### config.mk
export PLATFORM = sky130hd
export DESIGN_NAME = pio_tx_inject
export DESIGN_NICKNAME = d
export VERILOG_FILES = /design/src/rtl/pio_tunnel_pkg.sv /design/src/rtl/pio_tx_sat_cnt.sv /design/src/rtl/pio_tx_inject.sv
export SDC_FILE = /design/constraint.sdc
export NUM_CORES = 1
export LEC_CHECK = 0
export ABC_AREA = 1
export CAP_MARGIN = 10
export CORE_UTILIZATION = 47
export CTS_CLUSTER_DIAMETER = 30
export DETAILED_ROUTE_END_ITERATION = 10
export PLACE_DENSITY = 0.82
export SLEW_MARGIN = 20
export SYNTH_ARGS = -nofsm -noshare
export SYNTH_HDL_FRONTEND = slang
export SYNTH_SLANG_ARGS = --single-unit
### constraint.sdc
create_clock -name clk -period 4.7 [get_ports clk]
set_input_delay 0.47 -clock clk [delete_from_list [all_inputs] [get_ports clk]]
set_output_delay 0.47 -clock clk [all_outputs]
set_load 0.005 [all_outputs]
### src/rtl/pio_tunnel_pkg.sv
// Shared definitions for the BAR2 TLP tunnel: FIFO word layout,
// TX inject FSM states and the TLP header fields it inspects.
package pio_tunnel_pkg;

    localparam int DATA_MSB  = 63;
    localparam int VALID_BIT = 64;
    localparam int LAST_BIT  = 65;
    localparam int EN0_BIT   = 66;
    localparam int EN1_BIT   = 67;
    localparam int TAG_MSB   = 71;
    localparam int TAG_LSB   = 68;

    localparam int FMT0_BIT  = 29;
    localparam int TYPE_MSB  = 28;
    localparam int TYPE_LSB  = 24;

    localparam logic [3:0] MEM_TYPE_HI = 4'b0000;

    typedef enum logic [1:0] {
        IDLE = 2'd0,
        HDR1 = 2'd1,
        DATA = 2'd2,
        DROP = 2'd3
    } tx_state_e;

    typedef struct packed {
        logic [63:0] data;
        logic [7:0]  keep;
        logic        last;
    } tx_beat_t;

    // MRd/MRdLk/MWr all share type[4:1] == 0
    function automatic logic is_mem_type(input logic [4:0] tlp_type);
        return tlp_type[4:1] == MEM_TYPE_HI;
    endfunction

endpackage

### src/rtl/pio_tx_sat_cnt.sv
// Saturating event counter with synchronous clear; holds at all-ones.
module pio_tx_sat_cnt #(
    parameter int CNT_W = 32
) (
    input  logic             clk,
    input  logic             rst,
    input  logic             inc,
    input  logic             clr,
    output logic [CNT_W-1:0] cnt
);

    logic [CNT_W-1:0] cnt_q;
    logic [CNT_W-1:0] cnt_d;

    always_comb begin
        cnt_d = cnt_q;
        if (clr) begin
            cnt_d = '0;
        end else if (inc && !(&cnt_q)) begin
            cnt_d = cnt_q + {{(CNT_W-1){1'b0}}, 1'b1};
        end
    end

    always_ff @(posedge clk or posedge rst) begin
        if (rst) begin
            cnt_q <= '0;
        end else begin
            cnt_q <= cnt_d;
        end
    end

    assign cnt = cnt_q;

endmodule

### src/rtl/pio_tx_inject.sv
// Tunnel RX FIFO -> PCIe AXIS TX injector with address/requester-ID rewrite.
// Define TX_INJECT_MEMONLY_EN to drop non-memory TLPs instead of forwarding them.
module pio_tx_inject
    import pio_tunnel_pkg::*;
#(
    parameter int CNT_W = 32
) (
    input  logic             clk,
    input  logic             sys_rst,
    input  logic [71:0]      dout,
    input  logic             empty,
    output logic             rd_en,
    output logic [63:0]      s_axis_tx_tdata,
    output logic [7:0]       s_axis_tx_tkeep,
    output logic             s_axis_tx_tlast,
    output logic             s_axis_tx_tvalid,
    input  logic             s_axis_tx_tready,
    output logic [3:0]       s_axis_tx_tuser,
    input  logic [15:0]      cfg_completer_id,
    input  logic [31:0]      local_base,
    output logic [CNT_W-1:0] tlp_cnt,
    output logic [CNT_W-1:0] drop_cnt
);

    tx_state_e   state_q, state_d;
    tx_beat_t    beat_q, beat_d;
    logic        tvalid_q, tvalid_d;
    logic        mem_q, mem_d;
    logic        fmt4_q, fmt4_d;

    logic        w_valid;
    logic        w_last;
    logic        hdr_mem;
    logic        load;
    logic        tlp_inc;
    logic        drop_inc;
    logic [63:0] data_n;
    logic [7:0]  keep_n;
    logic        unused_ok;

    assign w_valid   = dout[VALID_BIT];
    assign w_last    = dout[LAST_BIT];
    assign keep_n    = {{4{dout[EN1_BIT]}}, {4{dout[EN0_BIT]}}};
    assign hdr_mem   = is_mem_type(dout[TYPE_MSB:TYPE_LSB]);
    assign unused_ok = ^{dout[TAG_MSB:TAG_LSB], local_base[19:0]};

    always_comb begin
        state_d  = state_q;
        beat_d   = beat_q;
        tvalid_d = tvalid_q;
        mem_d    = mem_q;
        fmt4_d   = fmt4_q;
        rd_en    = 1'b0;
        load     = 1'b0;
        drop_inc = 1'b0;
        data_n   = dout[DATA_MSB:0];
        tlp_inc  = tvalid_q && s_axis_tx_tready && beat_q.last;

        if (tvalid_q && s_axis_tx_tready) begin
            tvalid_d = 1'b0;
        end

        // Dropping never needs the output slot, so it ignores backpressure
        if (state_q == DROP) begin
            rd_en = !empty;
        end else begin
            rd_en = !empty && (!tvalid_q || s_axis_tx_tready);
        end

        if (rd_en && w_valid) begin
            unique case (state_q)
                IDLE: begin
                    mem_d   = hdr_mem;
                    fmt4_d  = dout[FMT0_BIT];
                    load    = 1'b1;
                    state_d = w_last ? IDLE : HDR1;
                    if (hdr_mem) begin
                        data_n = {cfg_completer_id, dout[47:0]};
                    end
`ifdef TX_INJECT_MEMONLY_EN
                    if (!hdr_mem) begin
                        load     = 1'b0;
                        drop_inc = w_last;
                        state_d  = w_last ? IDLE : DROP;
                    end
`endif
                end
                HDR1: begin
                    load    = 1'b1;
                    state_d = w_last ? IDLE : DATA;
                    if (mem_q && fmt4_q) begin
                        data_n = {local_base[31:20], dout[51:32], 32'h0};
                    end else if (mem_q) begin
                        data_n = {dout[63:32], local_base[31:20], dout[19:0]};
                    end
                end
                DATA: begin
                    load    = 1'b1;
                    state_d = w_last ? IDLE : DATA;
                end
                DROP: begin
                    drop_inc = w_last;
                    state_d  = w_last ? IDLE : DROP;
                end
                default: state_d = IDLE;
            endcase
        end

        if (load) begin
            beat_d   = '{data: data_n, keep: keep_n, last: w_last};
            tvalid_d = 1'b1;
        end
    end

    always_ff @(posedge clk or posedge sys_rst) begin
        if (sys_rst) begin
            state_q  <= IDLE;
            beat_q   <= '0;
            tvalid_q <= 1'b0;
            mem_q    <= 1'b0;
            fmt4_q   <= 1'b0;
        end else begin
            state_q  <= state_d;
            beat_q   <= beat_d;
            tvalid_q <= tvalid_d;
            mem_q    <= mem_d;
            fmt4_q   <= fmt4_d;
        end
    end

    assign s_axis_tx_tdata  = beat_q.data;
    assign s_axis_tx_tkeep  = beat_q.keep;
    assign s_axis_tx_tlast  = beat_q.last;
    assign s_axis_tx_tvalid = tvalid_q;
    assign s_axis_tx_tuser  = 4'b0000;

    pio_tx_sat_cnt #(.CNT_W(CNT_W)) u_tlp_cnt (
        .clk (clk),
        .rst (sys_rst),
        .inc (tlp_inc),
        .clr (1'b0),
        .cnt (tlp_cnt)
    );

    pio_tx_sat_cnt #(.CNT_W(CNT_W)) u_drop_cnt (
        .clk (clk),
        .rst (sys_rst),
        .inc (drop_inc),
        .clr (1'b0),
        .cnt (drop_cnt)
    );

endmodule
==> impl_metrics.yaml <==
outcome:
  status: "finished clean"
layout:
  seq_area_um2: 3400
  layout.nets: 1520
  fillers: 1421
  multi_input_area_um2: 3920
  diodes: 0
  area_growth_pct: 38.8
  instances_no_fill: 1623
  drive_above_1_share: 0.0413
clock_tree:
  clkLatencyLatePin_ps: 420
  clkSlewWorstSetupHoldPaths_ps: 60
  post_cts_resized: 0
  clk_path_buf_depth: 2
  cts_setup_buffers: 0
  clockRootBuffer: "clkbuf_16"
  clock_sinks: 136
  numCtsBuffers: 17
  htreeDepth: 4
  cts_tree: "built"
  ctsHoldBuffers: 0
routing:
  vias_per_cell: 4.91
  ant_nets: 0
  first_iter_violations: 490
  wl_per_cell_um: 13.6
  dr.pass1.iters: 5
  vias: 7975
  drc: 0
  drt_wl_total_um: 22100
timing:
  fmax_ghz: 0.414
  final-setup-viol-count: 0
  skew_ps: 8.30
  tns_ps: 0
  max_slew_margin: 0.501
  worst_slack_ps: 2280
  slew_viol_final: 0
  fin_crit_ps: 2420
  hold_viol: 0
  fin_crit_sh: 0.514
  tightest_slew_ps: 748
  grt_setup_unrepaired: "no"
critical_path:
  crit_type: "reg -> out"
  r2r_cells: 10
  rrSetupSlack_ps: 2440
  startpoint_type: "register"
  crit_start: "state_q[0]$_DFFE_PP0N_"
  r2r_start: "u_drop_cnt.cnt[0]$_DFFE_PP0P_"
  crit_slowest_cell: "clkdlybuf4s50_1"
  crit_end: "rd_en"
  path_cells: "ha_1 > inv_1 > nand2_1 > nand2_1 > inv_1 > clkdlybuf4s50_1"
  cp_max_fo: 5
  slowest_delay_ps: 510
  end_kind: "primary output"
  crit_required_ps: 4230
  critPathArrivalTime_ps: 1950
  worst_r2r_endpoint: "u_drop_cnt.cnt[25]$_DFFE_PP0P_"
die:
  die_w_um: 132
  dieHeight_um: 132
  num_rows: 47
  start_util: 0.480
  coreArea_um2: 16600
  die_area_um2: 17500
  io_pins: 267
logic_synthesis:
  yosysSeqAreaShare: 0.428
  synth_top_area_share: 0.428
  ys_ff_latch: 136
  netlist_instances: 1171
  yosysUniqueCellTypes: 28
  synth_warnings: 0
  yosys.area.top_type: "dfrtp_1"
  synth_top_cells_by_area: "dfrtp_1, nand2_1, nor2_1"
  syn_avg_cell_area_um2: 6.79
  synth_area_um2: 7960
grt:
  grt_pass1_wl_um: 36400
  grt_remaining_overflow: 0
  grt_usage: 0.261
  grt_pass1_vias: 7457
  grt_max_degree: 109
  antenna_found_initial: 1
pwr:
  p_per_area_nw_per_um2: 325
  ir_worst_vdd_mv: 0.235
  leakagePower_nw: 5.24
place:
  placedCellCount: 1591
  post-place-ws_ps: 1830
  io_buffers: 238
  gp_congestion: 0.956
  dp_hpwl_um: 16000
flow_run:
  max_cap_violations: 0
min_path:
  hp-class: "reg -> reg"
-- final cells by class --
type | instances | share of cell area
timing repair buffer | 241 | 0.218
clock buffer | 21 | 0.0435
sequential | 136 | 0.308
inverter | 95 | 0.0334
tap | 220 | 0.0249
multi-input combinational | 899 | 0.355
clock inverter | 11 | 0.0173
-- cells in the mapped netlist (all sizes together) --
master / count
nand2: 579
nor2: 144
dfrtp: 136
inv: 95
o21ai: 54
nand3: 49
buf: 30
a21boi: 21
xor2: 15
clkbuf: 14
xnor2: 11
ha: 6
nand3b: 4
nand4: 4
o21a: 4
a21oi: 3
conb: 1
o211ai: 1
-- cells in the final DEF (no fill, tap or decap), types with 2 or more instances in the layout --
cell type        synthesis  routed
a21boi_0                21      21
a21oi_1                  3       3
buf_4                   13       3
bufinv_16                0       5
clkbuf_16                0      17
clkbuf_8                 0       4
clkdlybuf4s50_1          0     238
clkinv_2                 0       3
clkinv_4                 0       2
conb_1                   1       4
dfrtp_1                136     136
ha_1                     6       6
inv_1                   92      91
inv_4                    2       2
nand2_1                571     571
nand2_2                  3       3
nand2_4                  4       4
nand3_1                 48      48
nand3b_1                 4       4
nand4_1                  4       4
nor2_1                 134     134
nor2_2                   6       5
nor2_4                   4       5
o21a_1                   4       4
o21ai_0                 54      54
xnor2_1                 11      11
xor2_1                  15      15
-- routing by layer --
metal	share of wire	GRT usage
met1	0.41	0.322
met4	0.030	0.117
met5	0.00059	0
met3	0.072	0.0657
met2	0.48	0.431
-- where the power goes --
part / switching (W) / internal (W) / leakage, nW / total (W)
Clock: 0.000520 / 0.000999 / 0.333 / 0.00152
Combinational: 0.000294 / 0.000381 / 3.16 / 0.000675
Sequential: 0.0000976 / 0.00129 / 1.74 / 0.00139
-- critical path: cells and delay by family, from the launching register on --
family,cells,cell delay [ps]
DFF,1,430
adders and majority gates,1,250
and+or+nand+nor,2,190
buffers and inverters,3,650
-- logic make-up (layout without fill, tap and decap cells) --
| family | count (synthesis) | in the layout | share of synthesized area |
|---|---|---|---|
| other | 1 | 4 | 0.000471 |
| flip-flops | 136 | 136 | 0.428 |
| buffers and inverters | 139 | 368 | 0.0813 |
| AO/OA/AOI/OAI | 83 | 83 | 0.0604 |
| adder cells (fa/ha/maj) | 6 | 6 | 0.00944 |
| XOR/XNOR | 26 | 26 | 0.0286 |
| AND/OR/NAND/NOR | 780 | 780 | 0.392 |
-- flip-flops by register name, summed over array words and instances (netlist names) --
register / flops
mem_q: 1
s_axis_tx_tkeep: 2
u_drop_cnt.cnt: 32
state_q: 2
s_axis_tx_tlast: 1
u_tlp_cnt.cnt: 32
s_axis_tx_tvalid: 1
fmt4_q: 1
s_axis_tx_tdata: 64
-- worst min-delay path by stage --
stage | slack, ps | cells past startpoint | endpoint | start
after floorplan | 470 | 2 | fmt4_q$_DFFE_PP0P_ | fmt4_q$_DFFE_PP0P_
after global placement | 460 | 2 | s_axis_tx_tdata[40]$_DFFE_PP0P_ | s_axis_tx_tdata[40]$_DFFE_PP0P_
after detailed placement | 470 | 2 | s_axis_tx_tdata[37]$_DFFE_PP0P_ | s_axis_tx_tdata[37]$_DFFE_PP0P_
after CTS | 480 | 2 | s_axis_tx_tdata[37]$_DFFE_PP0P_ | s_axis_tx_tdata[37]$_DFFE_PP0P_
after global routing | 500 | 2 | s_axis_tx_tdata[33]$_DFFE_PP0P_ | s_axis_tx_tdata[33]$_DFFE_PP0P_
final | 480 | 2 | s_axis_tx_tdata[37]$_DFFE_PP0P_ | s_axis_tx_tdata[37]$_DFFE_PP0P_
-- per-stage QoR --
step                      power [W]  utilization  hold WS, ps  instance area, µm²
final                       0.00359        0.666          478               11000
after global routing        0.00375        0.666          500               11000
after CTS                   0.00361        0.666          482               11000
after detailed placement    0.00208        0.625          465               10400
after global placement      0.00207        0.625          463               10400
after floorplan             0.00168            -          467                7970
(Power assumes the default switching activity.)
